`src/rtl/if_stage.sv`:
```
// if_stage: instruction fetch; assembles 32-bit little-endian words from an 8-bit
// synchronous memory port and hands them to decode with a valid/stall handshake.
module if_stage #(
    parameter logic [31:0] RESET_PC = 32'h0
) (
    input  logic        clk,
    input  logic        rst,
    input  logic        stall_i,
    input  logic        br_e,
    input  logic [31:0] br_pc,
    output logic        mem_req,
    output logic [31:0] mem_addr,
    input  logic        mem_gnt,
    input  logic [7:0]  mem_din,
    output logic        if_valid,
    output logic [31:0] if_pc,
    output logic [31:0] if_is,
    output logic [31:0] if_ppc
);
    typedef enum logic [2:0] {B0, B1, B2, B3, WT, VLD} state_t;

    state_t      r_state, w_next;
    logic [31:0] r_pc;
    logic [7:0]  r_b0, r_b1, r_b2;
    logic        r_pend;
    logic [1:0]  r_pidx;
    logic        w_fetch;

    // Byte states are encoded 0..3 so the low state bits double as the byte index.
    always_comb begin
        w_fetch  = (r_state == B0) || (r_state == B1) || (r_state == B2) || (r_state == B3);
        mem_req  = w_fetch;
        mem_addr = w_fetch ? r_pc + {30'd0, r_state[1:0]} : r_pc;
        w_next   = r_state;
        if (w_fetch && mem_gnt)
            w_next = state_t'(r_state + 3'd1);
        else if (r_state == WT)
            w_next = VLD;
        else if (r_state == VLD && !stall_i)
            w_next = B0;
        if (br_e)
            w_next = B0;
    end

    always_ff @(posedge clk) begin
        if (rst) begin
            r_state  <= B0;
            r_pc     <= RESET_PC;
            r_pend   <= 1'b0;
            r_pidx   <= 2'd0;
            if_valid <= 1'b0;
            if_is    <= 32'h0;
            if_pc    <= 32'h0;
            if_ppc   <= 32'h0;
        end else begin
            if (r_pend && r_pidx == 2'd0) r_b0 <= mem_din;
            if (r_pend && r_pidx == 2'd1) r_b1 <= mem_din;
            if (r_pend && r_pidx == 2'd2) r_b2 <= mem_din;
            r_state <= w_next;
            r_pend  <= w_fetch && mem_gnt && !br_e;
            r_pidx  <= r_state[1:0];
            if (br_e) begin
                r_pc     <= {br_pc[31:2], 2'b00};
                if_valid <= 1'b0;
                if_is    <= 32'h0;
            end else if (r_state == WT) begin
                // The last byte is taken straight off the bus; it never lands in the buffer.
                if_is    <= {mem_din, r_b2, r_b1, r_b0};
                if_pc    <= r_pc;
                if_ppc   <= r_pc + 32'd4;
                if_valid <= 1'b1;
            end else if (r_state == VLD && !stall_i) begin
                r_pc     <= r_pc + 32'd4;
                if_valid <= 1'b0;
                if_is    <= 32'h0;
            end
        end
    end
endmodule

```
`config.mk`:
```
export PLATFORM = sky130hd
export DESIGN_NAME = if_stage
export DESIGN_NICKNAME = d
export VERILOG_FILES = /design/src/rtl/if_stage.sv
export SDC_FILE = /design/constraint.sdc
export NUM_CORES = 1
export LEC_CHECK = 0
export CAP_MARGIN = 40
export CORE_UTILIZATION = 25
export DETAILED_ROUTE_END_ITERATION = 16
export REMOVE_ABC_BUFFERS = 1
export SYNTH_ARGS = -nofsm -noshare
export SYNTH_HDL_FRONTEND = slang
export SYNTH_SLANG_ARGS = --single-unit
```
`constraint.sdc`:
```
create_clock -name clk -period 7.1 [get_ports clk]
set_input_delay 1.065 -clock clk [delete_from_list [all_inputs] [get_ports clk]]
set_output_delay 1.065 -clock clk [all_outputs]
set_load 0.02 [all_outputs]
```
==> results by group <==
Status
  – Status: finished clean

Job
  – Max Cap Viol: 0

Worst hold path
  – HP Class: register to register

Cells and area
  – # diodes: 0
  – Share of cells above drive strength 1: 6.636%
  – Final net count: 897
  – Number of fill cells: 2,630
  – Final Instance Area: 8996 µm²
  – Layout Area Growth over Synthesis: 39.56%
  – Non-Filler Instances: 1,189

CTS
  – Max clock buf depth: 2
  – Clk_lat worst skew: 0.42 ns
  – TritonCTS Buffers: 17
  – Clock transition at path regs: 0.07 ns
  – Post-CTS Setup Bufs: 0
  – CTS tree: yes
  – CTS root buffer: clkbuf_16
  – Hold-fix buffers, CTS: 0
  – Clock sinks: 153
  – Clock H-tree levels: 4
  – Number of gates resized after cts: 0

Power
  – Clk pwr share: 46.2%
  – Internal Power: 1432 µW
  – Gate power share: 6.7%
  – Switch Pwr: 530.9 µW
  – Lkg Pwr: 0.002781 µW
  – Sequential group share of total power: 47.1%
  – PD cells: 218.1 nW/µm²
  – Pwr Total: 1962 µW
  – Net Sw Frac: 27.05%
  – Maximum vdd drop: 180.6 µV

STA
  – Crit path time final: 3.631 ns
  – Final setup viols: 0
  – Period utilization: 51.14%
  – Fin Clk Skew: 0.009344 ns
  – Worst rel slew slack: 45.96%
  – Slew Viols, Final: 0
  – Setup_tns: 0 ns
  – Worst Slack Setup Final: 3.469 ns
  – Actual slew at the worst max-slew pin: 0.8106 ns
  – Final hold vios: 0
  – RSZ-0062 raised after global routing: no
  – Peak Freq: 275.4 MHz

Setup path
  – Required time of the worst setup path: 6.03 ns
  – Crit path DAT: 2.57 ns
  – CP Class: register to output port
  – Worst-path cell chain: inv_1 -> ha_1 -> nor3_1 -> o21bai_1 -> and2_1 -> clkdlybuf4s50_1
  – Worst path max stage delay: 0.60 ns
  – Delay-heaviest family, CP: buffers and inverters
  – Critical path endpoint category: output port
  – Setup crit start kind: register
  – Critical path peak fanout: 9
  – Slowest CP cell: clkdlybuf4s50_1
  – CP Buf/Inv Count: 2

Placement
  – GPL Wtd Cong: 0.7640
  – Cell count after placement: 1,157
  – Final HPWL DP: 13,560 µm
  – Placed instance area: 8398 µm²
  – Placement Setup Slack: 3.311 ns
  – Buffers on Ports: 168

Floorplan
  – Die height: 162.6 µm
  – Core ar.: 25,250 µm²
  – Cell row count: 58
  – Die X-Extent: 162.6 µm
  – I/O pins: 175
  – Die footprint: 26,430 µm²
  – Initial core utilization: 25.53%

Detailed routing
  – Routed len/inst: 17.00 µm
  – Vias: 5,833
  – Routed WL: 20,210 µm
  – Final ANT Viol Nets: 0
  – DRC errors left: 0
  – Via/cell ratio: 4.906
  – Pre-antenna DRT Iters: 4
  – Iter 0 DRT Violations: 452

Yosys
  – Top cell type by total area after synthesis: dfxtp_1
  – Top FF cell, synth: dfxtp_1
  – Number of synthesized flops with an enable pin: 24
  – Post-synthesis cell count: 712
  – Yosys reg bits: 153
  – Area of the mapped netlist: 6446 µm²
  – Distinct cells, synth: 47
  – Mean Syn Cell Area: 9.054 µm²
  – FFs w/ async S/R, synth: 0%
  – Most frequently used cell type in the post-synthesis netlist: dfxtp_1
  – Sequential area share after synthesis: 51.24%
  – Synth area leaders: dfxtp_1 (40%), edfxtp_1 (11%), nor2_1 (5.2%)
  – Warning count from the yosys run: 0
  – Commonest cells in the synthesized netlist: dfxtp_1 (129), nor2_1 (90), nand2_1 (83)
  – Yosys top cell area share: 40.06%

Global route
  – Total gr overflow: 0
  – Initial antenna violation count: 0
  – Largest net degree at the start of global routing: 56
  – Total track usage: 15.38%
  – Number of global-route vias before repair: 5,482
  – First-pass GRT wire length: 31,530 µm
==> power by group through the flow <==
stage | Clock [µW] | Sequential, µW | Combinational (µW)
after floorplan | 0 | 949 | 41.9
after global placement | 0 | 943 | 132
after detailed placement | 0 | 943 | 133
after CTS | 934 | 924 | 133
after global routing | 968 | 927 | 143
final | 907 | 924 | 132
==> logic make-up after synthesis <==
group,after synthesis,synth area share (%)
AND/OR/NAND/NOR,283,21.45
adder cells (fa/ha/maj),6,1.165
XOR/XNOR,19,2.582
buffers and inverters,81,5.260
AO/OA/AOI/OAI,169,18.25
other,1,0.05817
flip-flops,153,51.24
==> cells in the final DEF, fill, tap and decap left out, types with 11 or more instances in the layout <==
cell,instances
clkdlybuf4s50_1,167
dfxtp_1,129
nor2_1,90
nand2_1,83
a21oi_1,37
a311oi_1,35
a22oi_1,32
edfxtp_1,24
o21ai_0,22
or3_1,22
a211oi_1,20
or4_1,19
clkbuf_16,17
nand3_1,15
o31ai_1,13
inv_1,12
buf_4,12
xnor2_1,11
==> final timing paths <==
path | from | endpoint | slack, ns | cells past startpoint
min reg2reg | if_pc[24]$_SDFFE_PP0N_ | if_pc[24]$_SDFFE_PP0N_ | 0.45 | 2
max reg2reg | r_state[0]$_SDFFE_PP0P_ | r_pc[24]$_SDFFE_PP0P_ | 4.07 | 6
min | if_pc[24]$_SDFFE_PP0N_ | if_pc[24]$_SDFFE_PP0N_ | 0.45 | 2
max | r_state[0]$_SDFFE_PP0P_ | mem_addr[1] | 3.47 | 6
==> layout make-up <==
| type | instances | area [µm²] | area share, % |
|---|---|---|---|
| flip-flops and latches | 153 | 3303 | 36.72 |
| clock inverters | 15 | 172.7 | 1.919 |
| multi-input cells | 481 | 2844 | 31.61 |
| well taps | 330 | 412.9 | 4.590 |
| repair buffers | 180 | 1789 | 19.89 |
| inverters | 13 | 48.80 | 0.5424 |
| clock buffers | 17 | 425.4 | 4.729 |
==> worst min-delay path, delay by kind of cell (launching register included) <==
kind            cells  cell delay [ns]
compound gates      1             0.05
flops               1             0.31
simple gates        1             0.05
==> metal layers <==
metal	GRT usage [%]	wire length, µm	vias to the layer above
met5	0	0	-
met4	3.441	144	0
met3	4.380	1242	10
met2	24.71	9287	155
met1	20.34	9536	2802
li1	-	-	2866
==> through the flow <==
stage	util, %	hold WS, ns
2_1_floorplan	-	0.4719
3_3_place_gp	33.12	0.4433
3_5_place_dp	33.25	0.4471
4_1_cts	35.62	0.4559
5_1_grt	35.62	0.4773
6_report	35.62	0.4541
==> state kept, by name (all words and copies together), names as in the netlist <==
register and count:
r_pidx 2, r_pend 1, if_pc 30, if_ppc 30
r_b0 8, if_valid 1, r_b2 8, r_state 3
if_is 32, r_pc 30, r_b1 8
No activity file was read; power rests on OpenSTA's default activity.
